`src/rtl/sqrt_uint_iter.sv`:
```
// Iterative unsigned integer square root (restoring, digit-by-digit), valid/ready on both sides.
// Optional round-to-nearest root output when SQRT_ROUND_EN is defined.

module sqrt_step #(
    parameter int N = 16
) (
    input  logic [N+1:0] rem_i,
    input  logic [N-1:0] root_i,
    input  logic [1:0]   pair,
    output logic [N+1:0] rem_o,
    output logic [N-1:0] root_o
);
    logic [N+1:0] rem_sh;
    logic [N+1:0] trial;
    logic         ge;

    // The partial remainder never exceeds 2*root+1, so the top two bits drop safely.
    always_comb begin
        rem_sh = {rem_i[N-1:0], pair};
        trial  = {root_i, 2'b01};
        ge     = (rem_sh >= trial);
        rem_o  = ge ? (rem_sh - trial) : rem_sh;
        root_o = {root_i[N-2:0], ge};
    end
endmodule

module sqrt_uint_iter #(
    parameter int WIDTH          = 32,
    parameter int ITER_PER_CYCLE = 1,
    parameter int TAG_W          = 4
) (
    input  logic                 clk,
    input  logic                 rst_n,
    input  logic                 in_valid,
    output logic                 in_ready,
    input  logic [WIDTH-1:0]     x,
    input  logic [TAG_W-1:0]     tag_in,
    output logic                 out_valid,
    input  logic                 out_ready,
    output logic [WIDTH/2-1:0]   y,
    output logic [WIDTH/2:0]     rem,
    output logic [TAG_W-1:0]     tag_out,
    output logic                 busy
);
    localparam int N  = WIDTH / 2;
    localparam int K  = N / ITER_PER_CYCLE;
    localparam int CW = (K > 1) ? $clog2(K) : 1;
    localparam int I  = ITER_PER_CYCLE;

    typedef enum logic [1:0] {IDLE, CALC, DONE, RND} state_t;

    state_t             state_q, state_d;
    logic [WIDTH-1:0]   xs;
    logic [N+1:0]       rem_acc;
    logic [N-1:0]       root_acc;
    logic [CW-1:0]      cnt;
    logic [TAG_W-1:0]   tag_r;
    logic [N-1:0]       y_q;
    logic [N:0]         rem_q;
    logic [TAG_W-1:0]   tag_q;
    logic               cnt_done;

    logic [I:0][N+1:0]  rem_c;
    logic [I:0][N-1:0]  root_c;

    assign rem_c[0]  = rem_acc;
    assign root_c[0] = root_acc;
    assign cnt_done  = (cnt == '0);

    // One step per instance; pairs of xs consumed MSB first.
    for (genvar i = 0; i < I; i++) begin : g_step
        sqrt_step #(.N(N)) u_step (
            .rem_i  (rem_c[i]),
            .root_i (root_c[i]),
            .pair   (xs[WIDTH-1-2*i -: 2]),
            .rem_o  (rem_c[i+1]),
            .root_o (root_c[i+1])
        );
    end

`ifdef SQRT_ROUND_EN
    logic         round_up;
    logic [N-1:0] y_rnd;
    // rem > root means x lies past (root+0.5)^2; ties are impossible for integers.
    always_comb begin
        round_up = (rem_acc > {2'b00, root_acc});
        y_rnd    = (round_up && !(&root_acc)) ? root_acc + 1'b1 : root_acc;
    end
`endif

    always_ff @(posedge clk or negedge rst_n) begin
        if (!rst_n) state_q <= IDLE;
        else        state_q <= state_d;
    end

    always_comb begin
        state_d   = state_q;
        in_ready  = 1'b0;
        out_valid = 1'b0;
        busy      = 1'b0;
        case (state_q)
            IDLE: begin
                in_ready = 1'b1;
                if (in_valid) state_d = CALC;
            end
            CALC: begin
                busy = 1'b1;
`ifdef SQRT_ROUND_EN
                if (cnt_done) state_d = RND;
`else
                if (cnt_done) state_d = DONE;
`endif
            end
            RND: begin
                busy    = 1'b1;
                state_d = DONE;
            end
            DONE: begin
                busy      = 1'b1;
                out_valid = 1'b1;
                if (out_ready) state_d = IDLE;
            end
            default: state_d = IDLE;
        endcase
    end

    always_ff @(posedge clk or negedge rst_n) begin
        if (!rst_n) begin
            xs       <= '0;
            rem_acc  <= '0;
            root_acc <= '0;
            cnt      <= '0;
            tag_r    <= '0;
            y_q      <= '0;
            rem_q    <= '0;
            tag_q    <= '0;
        end else begin
            case (state_q)
                IDLE: begin
                    if (in_valid) begin
                        xs       <= x;
                        tag_r    <= tag_in;
                        rem_acc  <= '0;
                        root_acc <= '0;
                        cnt      <= CW'(K - 1);
                    end
                end
                CALC: begin
                    xs       <= xs << (2 * I);
                    rem_acc  <= rem_c[I];
                    root_acc <= root_c[I];
                    cnt      <= cnt - 1'b1;
`ifndef SQRT_ROUND_EN
                    if (cnt_done) begin
                        y_q   <= root_c[I];
                        rem_q <= rem_c[I][N:0];
                        tag_q <= tag_r;
                    end
`endif
                end
`ifdef SQRT_ROUND_EN
                RND: begin
                    y_q   <= y_rnd;
                    rem_q <= rem_acc[N:0];
                    tag_q <= tag_r;
                end
`endif
                default: ;
            endcase
        end
    end

    assign y       = y_q;
    assign rem     = rem_q;
    assign tag_out = tag_q;
endmodule

```
`config.mk`:
```
export PLATFORM = sky130hd
export DESIGN_NAME = sqrt_uint_iter
export DESIGN_NICKNAME = d
export VERILOG_FILES = /design/src/rtl/sqrt_uint_iter.sv
export SDC_FILE = /design/constraint.sdc
export NUM_CORES = 1
export LEC_CHECK = 0
export CAP_MARGIN = 20
export CORE_MARGIN = 3
export CORE_UTILIZATION = 45
export CTS_CLUSTER_DIAMETER = 60
export DETAILED_ROUTE_END_ITERATION = 12
export PLACE_DENSITY_LB_ADDON = 0.1
export SLEW_MARGIN = 0
export SYNTH_ARGS = -nofsm -noshare
export SYNTH_HDL_FRONTEND = slang
export SYNTH_SLANG_ARGS = --single-unit
```
`constraint.sdc`:
```
create_clock -name clk -period 3.71 [get_ports clk]
set_input_delay 0.742 -clock clk [delete_from_list [all_inputs] [get_ports clk]]
set_output_delay 0.742 -clock clk [all_outputs]
set_load 0.05 [all_outputs]
```
== Yosys cells after proc, flatten, opt, wreduce, memory -nomap -nowiden ==
Index checks and enable logic that the tools add are counted.

* Muxes and demuxes: 16
* Reduce and logical (&&, ||, !) cells: 8
* Order comparisons: 1
* Equal/unequal tests: 6
* $add $sub $neg: 2

{| class="wikitable"
|+ Operators by type and width
! operator !! count
|-
| $pmux 16 s2 || 2
|-
| $pmux 32 s2 || 1
|-
| $mux 16 || 2
|-
| $mux 32 || 1
|-
| $ge 18x18->1 || 1
|-
| $mux 17 || 1
|-
| $sub 17x17->17 || 1
|-
| $pmux 2 s4 || 1
|-
| $pmux 4 s2 || 1
|-
| $mux 2 || 3
|-
| $ne 2x2->1 const B || 3
|-
| $reduce_and 2->1 || 3
|-
| $eq 2x2->1 const B || 2
|-
| $logic_not 4->1 || 1
|-
| $mux 4 || 1
|-
| $sub 4x1->4 const B || 1
|-
| $mux 1 || 3
|-
| $reduce_and 3->1 || 1
|-
| $reduce_or 3->1 || 1
|-
| $eq 2x1->1 const B || 1
|-
| $logic_not 2->1 || 1
|-
| $reduce_bool 2->1 || 1
|}

* Bits of input ports: 40
* Register bits: 111
* Output and inout bits: 40

== Depth between registers and ports, before layout ==
* Depth in word-level cells: 3
* Gate-level depth with buffers: 12
* Depth with buffers taken out: 9

== Cells and area by module ==
From an unflattened synthesis, not the netlist that was laid out.

* Cell total of the unflattened synthesis: 588
* Area, all modules: 5972.0 um^2

{| class="wikitable"
|+ By module, submodules not included
! module !! cells an instance !! times used !! area an instance (um^2)
|-
| sqrt_uint_iter || 405 || 1 || 4603.2
|-
| sqrt_step || 183 || 1 || 1368.8
|}

== Worst setup path after synthesis ==
OpenSTA, ideal clock, no wires.

* Path kind: register -> output
* Start point: register state_q[0]
* End point: output busy
* Buffers on the path: 0
* Arrival: 1.584 ns
* Cell stages (with the launch flop): 3
* Slack: 1.384 ns
* Cell sequence: dfrtp_1 > nor2_1 > inv_1

* Cells in the longest elaborated chain, start to end: 3
* Elaborated cells between the ends (all ways): 5
* Those cells by class: eq/ne (3); mux (1); reduce/logical (1)

{| class="wikitable"
|+ Ends and longest elaborated chain
! item !! RTL line !! source
|-
| from (decl) || 52 || <nowiki>state_t state_q, state_d;</nowiki>
|-
| from (signal assigned) || 93 || <nowiki>else state_q <= state_d;</nowiki>
|-
| $eq 2x2->1 / $eq 2x1->1 (equally long branches) || 101 || <nowiki>case (state_q)</nowiki>
|-
| $reduce_or 3->1 (no source line) (*) || -- ||
|-
| $mux 1 (*) || 101 ||
|-
| to (decl) || 43 || <nowiki>output logic busy</nowiki>
|}

Mark *: on every way between the ends. The rest lies on a longest branch, timed or not.

== Worst setup path in the final report ==
* Start point: register root_acc[10]
* End point: register rem_acc[9]

* Cells in the longest elaborated chain, start to end: 3

{| class="wikitable"
|+ Ends and longest elaborated chain
! item !! RTL line !! source
|-
| from (decl) || 55 || <nowiki>logic [N-1:0] root_acc;</nowiki>
|-
| from (signal assigned) || 151 || <nowiki>root_acc <= root_c[I];</nowiki>
|-
| $ge 18x18->1 || 21 || <nowiki>ge = (rem_sh >= trial);</nowiki>
|-
| $mux 17 || 22 || <nowiki>rem_o = ge ? (rem_sh - trial) : rem_sh;</nowiki>
|-
| $pmux 16 s2 || 138 || <nowiki>case (state_q)</nowiki>
|-
| to (signal assigned) || 150 || <nowiki>rem_acc <= rem_c[I];</nowiki>
|-
| to (decl) || 54 || <nowiki>logic [N+1:0] rem_acc;</nowiki>
|}

Every way passes these cells.
A chain may end at the register's enable or synchronous reset.

==> run summary <==
For this run, the leading register cell type out of synthesis is sky130_fd_sc_hd__dfrtp_1. The number of nets in the layout is 714. The critical path goes through inv_1 > ha_1 > nand4_2 > nor3_4 > o221ai_2 > a31oi_4 > buf_4 > and2b_1 > a31oi_1 > o21ai_1. For the worst setup path, the data arrival time is 3.05 ns. The tools report the number of antenna repair diodes as 0. The count of unresolved DRC violations after routing was 0. The half-perimeter wire length of the detailed placement result is 8.893 mm, and the count of cells resized by post-cts repair is 0. Global routing consumed, over all layers together, 19.25% of the routing resources. In this run, post-CTS hold repair placed 0 buffers. Area of the core region: 0.01211 sq mm.

The die covers 0.01389 sq mm. Summed over all layers, the global routing overflow is 0. The clock latency at the later pin of the worst-skew pair came out at 0.36 ns. The library cell used most frequently in the layout, excluding fill and tap cells, is sky130_fd_sc_hd__dfrtp_1.

The multi-input combinational cells in the finished layout cover a total of 0.002584 sq mm. After layout, the worst setup slack is 0.8761 ns. The fraction of met1 tracks used by global routing was 24.72%. The aggregate routed wire length was 12.72 mm. Dividing total power by cell area gives a power density of 1024 mW/mm^2. After clock tree synthesis, the clock-pin slew on the worst setup and hold paths is 0.07 ns. The H-tree was split into 3 levels. Averaged over all synthesized cells, the footprint is 9.463 sq um. Final cell utilization of the core: 56.98%. The largest single stage delay on the critical path is 0.44 ns. The total of max-cap violations was 0. Dividing the detail-routed wire length by the instance count gives 15.36 um.

Counting every sink on the clock net gives 111. In this run the remaining antenna-violating nets after routing total 0. The tools report the proportion of synthesized chip area in sequential cells as 49.33%.

The number of top-level pins is 80. The tools report the post-synthesis net count as 654. CTS placed an instance of sky130_fd_sc_hd__clkbuf_16 at the clock tree root.

The setup TNS came out at 0 ns. Dividing the detail-routed via count by the number of cells gives 5.318. The detailed router finished its first iteration with 304 violations. The buffers inserted during post-CTS setup optimization came out at 0. The share of final-layout standard cells stronger than drive strength 1 was 6.818%; the met2 capacity usage during global routing was 31.37%. Setup repair after global routing left no endpoint under its margin.

Class of the most critical hold timing path: in2async. Cell with the largest stage delay on the worst path: sky130_fd_sc_hd__ha_1. The layout overhead on the synthesized area was 22.58%; the global-route wire length before repair was 21.65 mm.

The slew at the pin with the worst max-slew slack works out to 1.029 ns. The worst register-to-register path begins at root_acc[10]. The tools report the maximum clock path buffer count as 2. In this run the core area contains 40 standard-cell rows.

The completed layout was analyzed and its total power is 7.065 mW. Dividing the final minimum period by the clock period gives 76.38%. The slack of the worst reg-to-reg path is 0.88 ns.

At the placement stage, the worst setup path has a slack of 0.8841 ns. The floorplan step set the die width to 117.9 um. Number of iterations in the first detailed-routing pass: 4. The cell count after synthesis came out at 595. The clock buffer count from CTS was 9; the number of flops mapped to enable cells by yosys was 0. The total count of hold-check failures in the final report came out at 0. The tools report the initial core utilization as 46.49%. TritonCTS built the clock tree. Setup violations remaining at the end of the flow were counted as 0. The global-route track usage on met3 is 3.748%, and the worst slew margin relative to its limit is 31.32%.

The tools report the initial antenna violation count as 0. STA classifies the critical path endpoint as a flip-flop. The routability-driven placement congestion ratio came out at 0.8781. The run finished with clean final reports. Fill cells in the final layout number 1106. The analysis attributes to cell leakage a power of 3.145 nW. The worst setup path is launched from a flip-flop.

The Yosys step of the flow raised 0 warnings. Yosys mapped the design onto 56 distinct sky130hd cell types. For the clock skew, the log shows 0.006096 ns.

By startpoint and endpoint, the worst setup path is classified as reg2reg. Summing every instance area after synthesis gives 0.005630 sq mm. The post-route minimum period was 2.834 ns.

Based on the critical path, the design can be clocked at up to 352.9 MHz. Die extent in y: 117.9 um. After synthesis, the share of flip-flops with an asynchronous set or reset is 100.0%. Summing all flip-flop and latch instances after layout gives 0.002778 sq mm. The maximum fanout encountered on the critical timing path came out at 10. The tools report the reg-to-reg critical path endpoint as rem_acc[9]. The flop and latch count out of synthesis came out at 111. The number of cells on the worst reg-to-reg path is 10. The required arrival time at the worst endpoint was 3.93 ns. The global-route layer with the greatest usage was met2. Summing over every cut layer, the via total after detailed routing is 4403.

Entering global routing, the biggest net connects 76 pins. In the layout the commonest cells are sky130_fd_sc_hd__dfrtp_1 (111), sky130_fd_sc_hd__o21ai_0 (94), sky130_fd_sc_hd__nand2_1 (92). Buffers placed on the I/O ports in this run total 79.

The max-slew violation count is 0. The tools report the number of global-route vias before repair as 4473. VDD sags by at most 909.4 uV.
critical path: cells and delay by family, from the launching register on:
family                     cells  cell delay, ns
DFF                            1            0.35
AOI/OAI and AO/OA              4            0.90
adders and majority gates      1            0.44
buffers and inverters          2            0.32
and+or+nand+nor                3            0.68
synthesized netlist by cell type (3+ instances only):
master / instances / area (sq um)
sky130_fd_sc_hd__nand3_1: 38 / 190.2
sky130_fd_sc_hd__or3_1: 3 / 18.77
sky130_fd_sc_hd__buf_1: 3 / 11.26
sky130_fd_sc_hd__nand2_1: 95 / 356.6
sky130_fd_sc_hd__nor3_1: 5 / 25.02
sky130_fd_sc_hd__a31oi_1: 6 / 37.54
sky130_fd_sc_hd__buf_2: 6 / 30.03
sky130_fd_sc_hd__xor2_1: 3 / 26.28
sky130_fd_sc_hd__o21a_1: 5 / 37.54
sky130_fd_sc_hd__mux2i_1: 39 / 390.4
sky130_fd_sc_hd__ha_1: 19 / 237.7
sky130_fd_sc_hd__o211ai_1: 3 / 22.52
sky130_fd_sc_hd__o21ai_1: 13 / 65.06
sky130_fd_sc_hd__nor2b_1: 5 / 31.28
sky130_fd_sc_hd__and3_1: 3 / 18.77
sky130_fd_sc_hd__inv_1: 32 / 120.1
sky130_fd_sc_hd__mux2_2: 5 / 56.30
sky130_fd_sc_hd__xnor2_1: 5 / 43.79
sky130_fd_sc_hd__nor2_1: 20 / 75.07
sky130_fd_sc_hd__a21oi_1: 15 / 75.07
sky130_fd_sc_hd__buf_6: 3 / 33.78
sky130_fd_sc_hd__o21ai_0: 94 / 470.5
sky130_fd_sc_hd__dfrtp_1: 111 / 2778
sky130_fd_sc_hd__clkbuf_1: 25 / 93.84
kinds of logic after synthesis:
kind of cell             synth area share [%]
AO/OA/AOI/OAI                           17.36
XOR/XNOR                                1.244
adder cells (fa/ha/maj)                 4.222
buffers and inverters                   5.133
flip-flops                              49.33
multiplexers                            7.933
AND/OR/NAND/NOR                         14.78
cell type report:
cell class	count	area share, %
Tap cell	168	3.046
Multi-Input combinational cell	415	37.44
Timing Repair Buffer	86	12.18
Clock buffer	9	3.263
Inverter	32	1.740
Sequential cell	111	40.25
Clock inverter	7	2.085
metrics by stage:
stage | cell area [sq um] | hold WS (ns) | cells
floorplan | 5630 | 0.4331 | 595
global placement | 6533 | 0.4447 | 812
detailed placement | 6533 | 0.4602 | 812
CTS | 6902 | 0.4754 | 828
global route | 6902 | 0.5009 | 828
finish | 6902 | 0.4471 | 828
report_power, final:
part / internal (mW) / switching (mW)
Sequential: 1.64 / 0.270
Combinational: 1.48 / 2.49
Clock: 0.730 / 0.458
worst max-delay path by stage:
stage	start	to	slack, ns	cells after the start
finish	root_acc[10]	rem_acc[9]	0.88	10
floorplan	state_q[0]	busy	1.38	2
global route	root_acc[4]	rem_acc[9]	0.65	10
detailed placement	root_acc[10]	rem[9]	0.88	10
CTS	root_acc[10]	rem_acc[9]	0.82	10
global placement	root_acc[10]	rem_acc[9]	0.94	10
routing by layer:
metal  vias to the layer above  wire (um)
met5                         -          0
met4                         0        299
met3                        16        583
met2                        94       6241
met1                      2108       5593
li1                       2185          -
flip-flops by register name (all words and copies together), names as in the netlist:
signal / count
cnt: 4
rem: 17
rem_acc: 16
root_acc: 16
state_q: 2
tag_out: 4
tag_r: 4
xs: 32
y: 16
No activity file was read; power rests on OpenSTA's default activity.
